<file path="src/rtl/multdiv_seq_unit.sv">
// Multicycle signed multiply (radix-2 Booth) / divide (restoring) unit; one bit per cycle.
// Optional macro MULTDIV_EARLY_OUT_EN: zero-operand multiply and divide-by-zero skip straight to DONE.
module multdiv_seq_unit #(
    parameter int DATA_W = 32
) (
    input  logic              clock,
    input  logic              reset,
    input  logic [DATA_W-1:0] data_operandA,
    input  logic [DATA_W-1:0] data_operandB,
    input  logic              ctrl_MULT,
    input  logic              ctrl_DIV,
    output logic [DATA_W-1:0] data_result,
    output logic              data_exception,
    output logic              data_resultRDY,
    output logic [1:0]        dbg_state
);
    // Handshake: ctrl_MULT/ctrl_DIV are one-cycle start pulses accepted in any state (a
    // start while busy aborts the current op); data_resultRDY is a one-cycle strobe that
    // qualifies data_result/data_exception, which otherwise hold their last completed values.

    localparam int CNT_W = $clog2(DATA_W) + 1;
    localparam logic [CNT_W-1:0] LAST = CNT_W'(DATA_W);

    typedef enum logic [1:0] {
        IDLE = 2'd0,
        MUL  = 2'd1,
        DIV  = 2'd2,
        DONE = 2'd3
    } state_t;

    state_t           state, state_nxt;
    logic [CNT_W-1:0] cnt;

    // Booth accumulator carries one guard bit so a most-negative multiplicand cannot overflow.
    logic [DATA_W:0]   mul_acc, mul_mcand, mul_sum;
    logic [DATA_W-1:0] mul_mq;
    logic              mul_q1;
    logic [2*DATA_W:0] mul_cat, mul_shift;
    logic [DATA_W:0]   mul_top;
    logic              mul_ovf;

    logic [DATA_W-1:0] div_rem, div_quo, div_dsr, div_res;
    logic              div_neg, div_zero, div_ovf;
    logic [DATA_W:0]   div_sh, div_diff;
    logic [DATA_W-1:0] a_mag, b_mag;
    logic              mul_early, div_early;

`ifdef MULTDIV_EARLY_OUT_EN
    assign mul_early = (data_operandA == '0) || (data_operandB == '0);
    assign div_early = (data_operandB == '0);
`else
    assign mul_early = 1'b0;
    assign div_early = 1'b0;
`endif

    assign a_mag = data_operandA[DATA_W-1] ? (~data_operandA + 1'b1) : data_operandA;
    assign b_mag = data_operandB[DATA_W-1] ? (~data_operandB + 1'b1) : data_operandB;

    always_comb begin
        mul_sum = mul_acc;
        case ({mul_mq[0], mul_q1})
            2'b01:   mul_sum = mul_acc + mul_mcand;
            2'b10:   mul_sum = mul_acc - mul_mcand;
            default: mul_sum = mul_acc;
        endcase
    end

    assign mul_cat   = {mul_sum, mul_mq};
    assign mul_shift = {mul_cat[2*DATA_W], mul_cat[2*DATA_W:1]};
    assign mul_top   = {mul_acc[DATA_W-1:0], mul_mq[DATA_W-1]};
    assign mul_ovf   = !((&mul_top) || !(|mul_top));

    // A negative trial difference shows up in the top bit since the partial remainder stays below 2^DATA_W.
    assign div_sh   = {div_rem, div_quo[DATA_W-1]};
    assign div_diff = div_sh - {1'b0, div_dsr};
    assign div_res  = div_zero ? '0 : (div_neg ? (~div_quo + 1'b1) : div_quo);
    assign div_ovf  = div_zero || (!div_neg && div_quo[DATA_W-1]);

    always_ff @(posedge clock or negedge reset) begin
        if (!reset) state <= IDLE;
        else        state <= state_nxt;
    end

    always_comb begin
        state_nxt = state;
        if (ctrl_MULT) begin
            state_nxt = mul_early ? DONE : MUL;
        end else if (ctrl_DIV) begin
            state_nxt = div_early ? DONE : DIV;
        end else begin
            case (state)
                IDLE:    state_nxt = IDLE;
                MUL:     state_nxt = (cnt == LAST) ? DONE : MUL;
                DIV:     state_nxt = (cnt == LAST) ? DONE : DIV;
                DONE:    state_nxt = IDLE;
                default: state_nxt = IDLE;
            endcase
        end
    end

    always_ff @(posedge clock or negedge reset) begin
        if (!reset) begin
            cnt            <= '0;
            mul_acc        <= '0;
            mul_mcand      <= '0;
            mul_mq         <= '0;
            mul_q1         <= 1'b0;
            div_rem        <= '0;
            div_quo        <= '0;
            div_dsr        <= '0;
            div_neg        <= 1'b0;
            div_zero       <= 1'b0;
            data_result    <= '0;
            data_exception <= 1'b0;
        end else if (ctrl_MULT) begin
            cnt       <= '0;
            mul_acc   <= '0;
            mul_mcand <= {data_operandA[DATA_W-1], data_operandA};
            mul_mq    <= data_operandB;
            mul_q1    <= 1'b0;
            if (mul_early) begin
                data_result    <= '0;
                data_exception <= 1'b0;
            end
        end else if (ctrl_DIV) begin
            cnt      <= '0;
            div_rem  <= '0;
            div_quo  <= a_mag;
            div_dsr  <= b_mag;
            div_neg  <= data_operandA[DATA_W-1] ^ data_operandB[DATA_W-1];
            div_zero <= (data_operandB == '0);
            if (div_early) begin
                data_result    <= '0;
                data_exception <= 1'b1;
            end
        end else if (state == MUL) begin
            if (cnt == LAST) begin
                data_result    <= mul_mq;
                data_exception <= mul_ovf;
            end else begin
                mul_acc <= mul_shift[2*DATA_W:DATA_W];
                mul_mq  <= mul_shift[DATA_W-1:0];
                mul_q1  <= mul_mq[0];
                cnt     <= cnt + 1'b1;
            end
        end else if (state == DIV) begin
            if (cnt == LAST) begin
                data_result    <= div_res;
                data_exception <= div_ovf;
            end else begin
                if (!div_diff[DATA_W]) begin
                    div_rem <= div_diff[DATA_W-1:0];
                    div_quo <= {div_quo[DATA_W-2:0], 1'b1};
                end else begin
                    div_rem <= div_sh[DATA_W-1:0];
                    div_quo <= {div_quo[DATA_W-2:0], 1'b0};
                end
                cnt <= cnt + 1'b1;
            end
        end
    end

    assign data_resultRDY = (state == DONE);
    assign dbg_state      = state;

endmodule
</file>
<file path="config.mk">
export PLATFORM = sky130hd
export DESIGN_NAME = multdiv_seq_unit
export DESIGN_NICKNAME = d
export VERILOG_FILES = /design/src/rtl/multdiv_seq_unit.sv
export SDC_FILE = /design/constraint.sdc
export NUM_CORES = 1
export LEC_CHECK = 0
export BUFFER_PORTS_ARGS = -buffer_cell sky130_fd_sc_hd__buf_2
export CAP_MARGIN = 20
export CORE_UTILIZATION = 36
export CTS_BUF_LIST = sky130_fd_sc_hd__clkbuf_8
export CTS_CLUSTER_SIZE = 16
export DETAILED_ROUTE_END_ITERATION = 10
export MAX_ROUTING_LAYER = met4
export PLACE_DENSITY = 0.58
export SLEW_MARGIN = 20
export SYNTH_ARGS = -nofsm -noshare
export SYNTH_HDL_FRONTEND = slang
export SYNTH_SLANG_ARGS = --single-unit
</file>
<file path="constraint.sdc">
create_clock -name clock -period 5 [get_ports clock]
set_input_delay 0.25 -clock clock [delete_from_list [all_inputs] [get_ports clock]]
set_output_delay 0.25 -clock clock [all_outputs]
set_load 0.02 [all_outputs]
</file>
* Word-level counts from Yosys, hierarchy flattened
Index checks and enable logic that the tools add are counted.
** Storage, ports and cells
- Input bits :: 68
- Register bits :: 237
- Output and inout bits :: 36
- Logic and storage cells :: 102
** Operators by class
- Multiplexer cells :: 45
- Bitwise operators :: 6
- Eq/ne operators :: 12
- $add $sub $neg :: 7
- Reduce and logical (&&, ||, !) cells :: 19
** Operator list (count)
- 32-bit 2-to-1 mux :: 21
- 33-bit 2-to-1 mux :: 4
- 32-bit by 1-bit adder with 32-bit output (second input constant) :: 3
- 32-bit NOT :: 3
- 33-bit one-hot mux with 2 select lines :: 1
- 33-bit adder :: 1
- 33-bit AND reduction :: 1
- 33-bit OR reduction :: 1
- 33-bit by 32-bit subtractor with 33-bit output :: 1
- 33-bit subtractor :: 1
- 32-bit zero test :: 1
- 6-bit 2-to-1 mux :: 5
- 2-bit inequality test (second input constant) :: 6
- 1-bit 2-to-1 mux :: 10
- 6-bit by 1-bit adder with 6-bit output (second input constant) :: 1
- 2-bit == test (second input constant) :: 3
- 6-bit == test (second input constant) :: 1
- 2-bit 2-to-1 mux :: 3
- 2-bit one-hot mux with 3 select lines :: 1
- 2-bit nonzero test :: 3
- 5-bit AND reduction :: 1
- 2-bit by 1-bit == test with 1-bit output (second input constant) :: 2
- 4-bit AND reduction :: 1
- 4-bit nonzero test :: 1
- other kinds (9) :: 13

* Longest topological paths before layout
Gate-level depths: netlist (run 1).
- Depth after elaboration :: 7
- Depth in mapped cells :: 20
- Mapped depth without buffers :: 19

* Least setup slack after synthesis (run 1)
No wires, ideal clock.
- Path type :: flip-flop to flip-flop
- From :: register mul_mcand[3]
- To :: register mul_acc[31]
- Setup time :: 0.121 ns
- Data arrival time :: 3.784 ns
- Required time :: 4.879 ns
- Slack :: 1.095 ns
- Cell stages (with the launch flop) :: 17
- Buffers on the path :: 0
- Period minus slack after synthesis :: 3.905 ns
- Cell sequence :: dfrtp_1 > nor2_1 > nand3_1 > nor4_1 > and2_1 > nand2_1 > nor4_1 > a31oi_1 > xnor2_1 > ha_1 > and2_1 > o2bb2ai_1 > o41ai_1 > or3_1 > mux2i_1 > a311o_1 > o22a_1
** On the way
- Word-level cells in the longest chain between the ends :: 6
- Elaborated cells on any way between the ends :: 7
- Those cells by class :: add/sub: 2; mux: 5
** Ends and longest elaborated chain
- start, declared :: line 35 : logic [DATA_W:0] mul_acc, mul_mcand, mul_sum;
- start signal, assigned :: line 118 : mul_mcand <= {data_operandA[DATA_W-1], data_operandA};
- 33-bit subtractor / 33-bit adder (equally long branches) :: line 63, 62
- 33-bit one-hot mux with 2 select lines * :: line 61 : case ({mul_mq[0], mul_q1})
- 33-bit 2-to-1 mux * :: line 137 : if (cnt == LAST) begin
- 33-bit 2-to-1 mux * :: line 136 : end else if (state == MUL) begin
- 33-bit 2-to-1 mux * :: line 125 : end else if (ctrl_DIV) begin
- 33-bit 2-to-1 mux * :: line 115 : end else if (ctrl_MULT) begin
- end signal, assigned :: line 141 : mul_acc <= mul_shift[2*DATA_W:DATA_W];
- end, declared :: line 35
Mark *: on every way between the ends. The rest lies on a longest branch, timed or not. The select of a mux whose other input is x is not followed.
A chain may end at the register's enable or synchronous reset.

* Final worst setup path (run 1)
Ends and elaborated chain as after synthesis.

==> impl_metrics.env, run 1 <==
export IMPL_status="finished, final reports clean"
export IMPL_drc_errors=0
export IMPL_criticalPathCategory="reg -> reg"
export IMPL_gr_max_usage_layer="met2"
export IMPL_die_h_um=213.6
export IMPL_instances_no_fill=2676
export IMPL_htreeDepth=2
export IMPL_grt_max_degree=126
export IMPL_insertion_delay_ns=0.62
export IMPL_setup_tns_ns=0
export IMPL_grt_pass1_wl_mm=77.14
export IMPL_power_frac_clock_pct=30.2
export IMPL_cts_clk_slew_worst_paths_ns=0.06
export IMPL_fp_coreArea_mm2=0.04422
export IMPL_ff_latch_area_mm2=0.005906
export IMPL_final_max_slew_viol_count=0
export IMPL_cpMaxStageDelayCell="nor4_1"
export IMPL_syn_area_mm2=0.01612
export IMPL_setup_ws_ns=0.5291
export IMPL_dp_hpwl_mm=35.89
export IMPL_gp_congestion=0.9742
export IMPL_comb_power_share_pct=32.9
export IMPL_synthesis_nets=2063
export IMPL_overflow=0
export IMPL_r2r_start="mul_mcand[3]"
export IMPL_start_util_pct=36.44
export IMPL_viasPerCell=5.453
export IMPL_dieArea_mm2=0.04561
export IMPL_dieWidth_um=213.6
export IMPL_internal_power_uw=4114
export IMPL_slew_headroom_pct=22.20
export IMPL_synth_cell_type_count=68
export IMPL_ys_flop_type="dfrtp_1"
export IMPL_ys_seq_area_share_pct=36.65
export IMPL_grt_pass1_vias=14270
export IMPL_area_growth_pct=16.10
export IMPL_skew_ns=0.02507
export IMPL_met2_usage_pct=36.13
export IMPL_period_share_pct=89.42
export IMPL_p_leak_uw=0.008203
export IMPL_numPortBuffers=103
export IMPL_vias=14590
export IMPL_synthCells=1919
export IMPL_power_share_sequential_pct=36.9
export IMPL_rr_endpoint="mul_acc[31]"
export IMPL_hold_path_class="in -> reg"
export IMPL_ctsLongestPathBuffers=3
export IMPL_crit_arrival_ns=4.96
export IMPL_yosysWarnings=0
export IMPL_p_switching_uw=2463
export IMPL_r2r_slack_ns=0.53
export IMPL_setup_worst_path_end="mul_acc[31]"
export IMPL_multi_input_area_mm2=0.009605
export IMPL_fin_nets=2186
export IMPL_avgRoutedWirePerCell_um=18.33
export IMPL_maxCapViolations=0
export IMPL_tritoncts="built"
export IMPL_num_fill_cells=4455
export IMPL_worst_hold_slack_ns=0.02356
export IMPL_cts_buffers=43
export IMPL_post_place_ws_ns=0.6057
export IMPL_pin_count=104
export IMPL_finalHoldViolCount=0
export IMPL_rsz0062_at_grt="no"
export IMPL_postRouteWirelength_mm=49.04
export IMPL_setup_viol=0
export IMPL_timing_fmax_mhz=223.7
export IMPL_end_kind="register"
export IMPL_required_ns=5.49
export IMPL_path_cells="nor2_1, nand3_1, nor4_1, and2_1, nand2_1, nor4_1, buf_4, a31oi_1, xnor2_1, ha_1, and2_1, nand2_1, o2bb2ai_1, o41ai_1, or3_1, mux2i_1, a311o_1, o22a_1"
export IMPL_power_switching_share_pct=37.45
export IMPL_dpl_cell_count=2533
export IMPL_ant_nets=0
export IMPL_clk_root_buffer_cell="clkbuf_8"
export IMPL_num_rows=77
export IMPL_synth_edf_count=0
export IMPL_cts_sinks=236
export IMPL_ys_seq_elements=236
export IMPL_postSynthAreaPerCell_um2=8.398
export IMPL_worstSetupStartpointType="register"
export IMPL_powerDensity_mw_per_mm2=351.5
export IMPL_startpoint="mul_mcand[3]"
export IMPL_max_stage_delay_ns=0.48
export IMPL_irDropWorstVdd_uv=254.2
export IMPL_grt_use_total_pct=22.27
export IMPL_cp_max_fo=5
export IMPL_reg2regPathDepth=18
export IMPL_synthArstFlopShare_pct=100.0
export IMPL_use_met1_pct=27.89
export IMPL_final_area_mm2=0.01871
export IMPL_grt_util_met3_pct=3.603
export IMPL_final_cell_mix="236 x nand2_1, 236 x dfrtp_1, 209 x o21ai_0"
export IMPL_worst_pin_slew_ns=1.167
export IMPL_fin_crit_ns=4.471
export IMPL_antenna_found_initial=9
export IMPL_layout_drive_gt1_share_pct=11.47
export IMPL_drtIter0Drc=931
export IMPL_placed_area_mm2=0.01719
export IMPL_drt_pass1_iterations=5
through the flow:
step	utilization (%)	power (µW)
3_5_place_dp	38.88	4572
3_3_place_gp	38.88	4544
4_1_cts	42.26	6636
2_1_floorplan	-	3912
5_1_grt	42.31	6999
6_report	42.31	6577
worst min-delay path by stage:
stage | cells past startpoint | slack (ns) | start | endpoint
final | 3 | 0.02 | data_operandB[23] | mul_mq[23]
after global routing | 3 | 0.02 | data_operandB[23] | mul_mq[23]
after CTS | 3 | 0.0003 | data_operandB[8] | mul_mq[8]
after detailed placement | 1 | 0.41 | reset | div_rem[28]
after global placement | 1 | 0.41 | reset | div_rem[28]
after floorplan | 0 | -0.05 | reset | cnt[0]
metal layers:
metal	wire length [µm]	part of all wire, %
met1	21940	45
met2	23200	47
met3	2355	4.8
met4	1549	3.2
met5	0	0
registers in the layout, indices dropped and copies added (netlist names), 2 cells and up:
| name | flops |
|---|---|
| data_result | 32 |
| div_dsr | 32 |
| div_quo | 32 |
| div_rem | 32 |
| mul_acc | 32 |
| mul_mcand | 32 |
| mul_mq | 32 |
| cnt | 6 |
| dbg_state | 2 |
cell type report:
class	count	share of cell area, %
antenna	9	0.1204
clock buffer	58	4.266
clock inverter	20	0.7289
inverter	68	1.364
multi-input combinational	1516	51.34
sequential	236	31.56
tap	592	3.959
timing repair buffer	177	6.660
synthesized netlist by cell type (all sizes together) (8+ instances only):
cell	count	area, µm²
nor3	43	215.2
o21a	10	75.07
and3	19	118.9
nor2	171	641.9
dfrtp	236	5906
o22ai	39	244.0
ha	74	925.9
o21ai	209	1046
nand2	238	893.4
mux2	27	304.0
a22oi	22	165.2
nand4	15	93.84
mux2i	34	340.3
clkbuf	85	322.8
a22o	8	70.07
inv	67	251.5
nor4	20	125.1
nand3	22	110.1
xor2	86	753.2
o31ai	41	307.8
nor3b	11	82.58
nand2b	19	118.9
or3	18	117.6
nor2b	10	62.56
a31oi	16	100.1
or4	10	78.82
xnor2	91	797.0
and2	10	62.56
a21o	27	202.7
a21oi	126	630.6
o41ai	14	141.4
buf	14	58.80
kinds of logic after synthesis:
logic type / after synthesis / synth area share, %
and+or+nand+nor: 624 / 17.74
AOI/OAI and AO/OA: 578 / 22.05
DFF: 236 / 36.65
xor gates and xnor gates: 177 / 9.620
buffers and inverters: 167 / 3.952
adders and majority gates: 76 / 5.994
muxes: 61 / 3.998
power groups by stage:
stage	clock [µW]	combinational [µW]	sequential (µW)
floorplan	0	1580	2330
global placement	0	2100	2440
detailed placement	0	2120	2450
CTS	2050	2170	2420
global route	2130	2410	2460
finish	1990	2160	2420
critical path, delay by kind of cell (launching register included):
kind,cells,cell delay [ns]
AO/OA/AOI/OAI,5,1.16
XOR/XNOR,1,0.22
adder cells (fa/ha/maj),1,0.33
buffers and inverters,1,0.18
flip-flops,1,0.40
multiplexers,1,0.07
AND/OR/NAND/NOR,9,1.99
repair_timing:
item / CTS / global route
endpoints found under the hold margin: 187 / 0
setup buffers: 0 / 0
hold buffers: 56 / 0
setup endpoints to repair: 0 / 0
gates resized for setup: 0 / 0
(Power assumes the default switching activity.)
==> run 2, diff against run 1 <==
REMOVE_ABC_BUFFERS = 1   (was not set)
==> run 2 against run 1 <==
  * The flow now finishes with violations (design-rule violations)
  * Clock skew grew 0.013 ns
  * Cell area grew 0.51%
  * Routed wire length shrank 7.7%
  * Total power shrank 0.48%
  * Combinational power shrank 3%
  * Critical endpoint unchanged
==> impl_metrics.env, run 2 (synthesized netlist as in run 1, its figures left out) <==
export IMPL_hold_path_class="in -> reg"
export IMPL_cts_sinks=236
export IMPL_antenna_found_initial=2
export IMPL_start_util_pct=36.44
export IMPL_slew_headroom_pct=30.08
export IMPL_pin_count=104
export IMPL_timing_fmax_mhz=227.5
export IMPL_rsz0062_at_grt="no"
export IMPL_cp_max_fo=6
export IMPL_gp_congestion=0.9115
export IMPL_overflow=0
export IMPL_crit_arrival_ns=4.91
export IMPL_grt_max_degree=129
export IMPL_tritoncts="built"
export IMPL_numPortBuffers=103
export IMPL_irDropWorstVdd_uv=194.6
export IMPL_path_cells="inv_1, ha_1, nand2_1, nor4_1, and2_1, nand4b_1, nor4_1, nor2_1, xnor2_1, ha_1, and2_1, nand2_1, o2bb2ai_1, o41ai_1, or3_1, mux2i_1, a311o_1, o22a_1"
export IMPL_cp_top_family="simple AND/OR/NAND/NOR gates"
export IMPL_num_rows=77
export IMPL_drc_errors=2
export IMPL_layout_drive_gt1_share_pct=11.56
export IMPL_area_growth_pct=16.69
export IMPL_cts_clk_slew_worst_paths_ns=0.06
export IMPL_powerDensity_mw_per_mm2=348.0
export IMPL_cts_buffers=46
export IMPL_postCtsSetupRepairBufs=0
export IMPL_maxCapViolations=0
export IMPL_avgRoutedWirePerCell_um=16.89
export IMPL_drt_pass1_iterations=8
export IMPL_worst_pin_slew_ns=1.049
export IMPL_setup_ws_ns=0.6049
export IMPL_setup_tns_ns=0
export IMPL_vias=14370
export IMPL_cpMaxStageDelayCell="o41ai_1"
export IMPL_insertion_delay_ns=0.63
export IMPL_post_cts_resized=0
export IMPL_max_stage_delay_ns=0.49
export IMPL_status="complete, but fails checks"
export IMPL_finalHoldViolCount=0
export IMPL_viasPerCell=5.363
export IMPL_criticalPathCategory="reg -> reg"
export IMPL_die_h_um=213.6
export IMPL_required_ns=5.52
export IMPL_num_fill_cells=4456
export IMPL_ant_nets=0
export IMPL_setup_viol=0
export IMPL_drtIter0Drc=886
export IMPL_grt_pass1_wl_mm=73.08
export IMPL_critPathBufInv=1
export IMPL_grt_pass1_vias=13810
export IMPL_dp_hpwl_mm=32.42
export IMPL_postRouteWirelength_mm=45.26
export IMPL_fp_coreArea_mm2=0.04422
export IMPL_violations="design-rule violations"
export IMPL_worstSetupStartpointType="register"
export IMPL_grt_use_total_pct=20.65
export IMPL_final_max_slew_viol_count=0
export IMPL_dieArea_mm2=0.04561
export IMPL_clk_root_buffer_cell="clkbuf_8"
export IMPL_period_share_pct=87.90
export IMPL_p_leak_uw=0.008270
export IMPL_skew_ns=0.03827
export IMPL_fin_crit_ns=4.395
export IMPL_end_kind="register"
export IMPL_fin_nets=2197
export IMPL_ctsLongestPathBuffers=3
export IMPL_dieWidth_um=213.6
export IMPL_post_place_ws_ns=0.5900
export IMPL_final_cell_mix="236 x nand2_1, 236 x dfrtp_1, 209 x o21ai_0"
export IMPL_htreeDepth=2
[run 2: power breakdown]
part | switching [µW] | internal (µW)
combinational | 1200 | 900
sequential | 273 | 2120
clock | 922 | 1130
total | 2390 | 4150
[run 2: metal layers]
metal / share of wire (%) / track usage, % / up-vias
met5: 0 / - / -
li1: - / - / 7146
met2: 46 / 32.99 / 329
met3: 5.3 / 3.647 / 67
met1: 47 / 26.94 / 6826
met4: 1.8 / 5.394 / 0
[run 2: path summary, 6_finish.rpt]
check / from / endpoint / slack [ns] / depth (start not counted)
worst min-delay path: data_operandA[18] / mul_mcand[18] / 0.07 / 2
worst max-delay path: mul_mcand[0] / mul_acc[31] / 0.60 / 18
worst max register to register: mul_mcand[0] / mul_acc[31] / 0.60 / 18
max in group asynchronous: reset / mul_mcand[12] / 3.46 / 4
worst min register to register: data_result[1] / data_result[1] / 0.47 / 2
min in group asynchronous: reset / div_dsr[6] / 0.15 / 2
[run 2: area by class of cell]
class / count / area (µm²) / area share [%]
flip-flops and latches: 236 / 5906 / 31.40
clock inverters: 23 / 160.2 / 0.8516
inverters: 68 / 255.2 / 1.357
well taps: 592 / 740.7 / 3.939
repair buffers: 185 / 1341 / 7.132
multi-input cells: 1516 / 9613 / 51.12
clock buffers: 57 / 784.5 / 4.172
diodes: 2 / 5.005 / 0.02661
[run 2: stage by stage]
step           hold slack [ns]  area (µm²)  power, µW  std cells  util (%)
6_report               0.07289       18810       6545       2679     42.53
4_1_cts                0.02223       18770       6598       2676     42.45
2_1_floorplan         -0.04559       15730       3876       1820         -
5_1_grt                0.03001       18810       6991       2679     42.53
3_5_place_dp            0.4589       17210       4462       2534     38.91
3_3_place_gp            0.4518       17200       4431       2534     38.90
[run 2: what timing repair did]
| action | in CTS | in global routing |
|---|---|---|
| setup endpoints to repair | 0 | 0 |
| hold buffers | 62 | 0 |
| endpoints found under the hold margin | 224 | 0 |
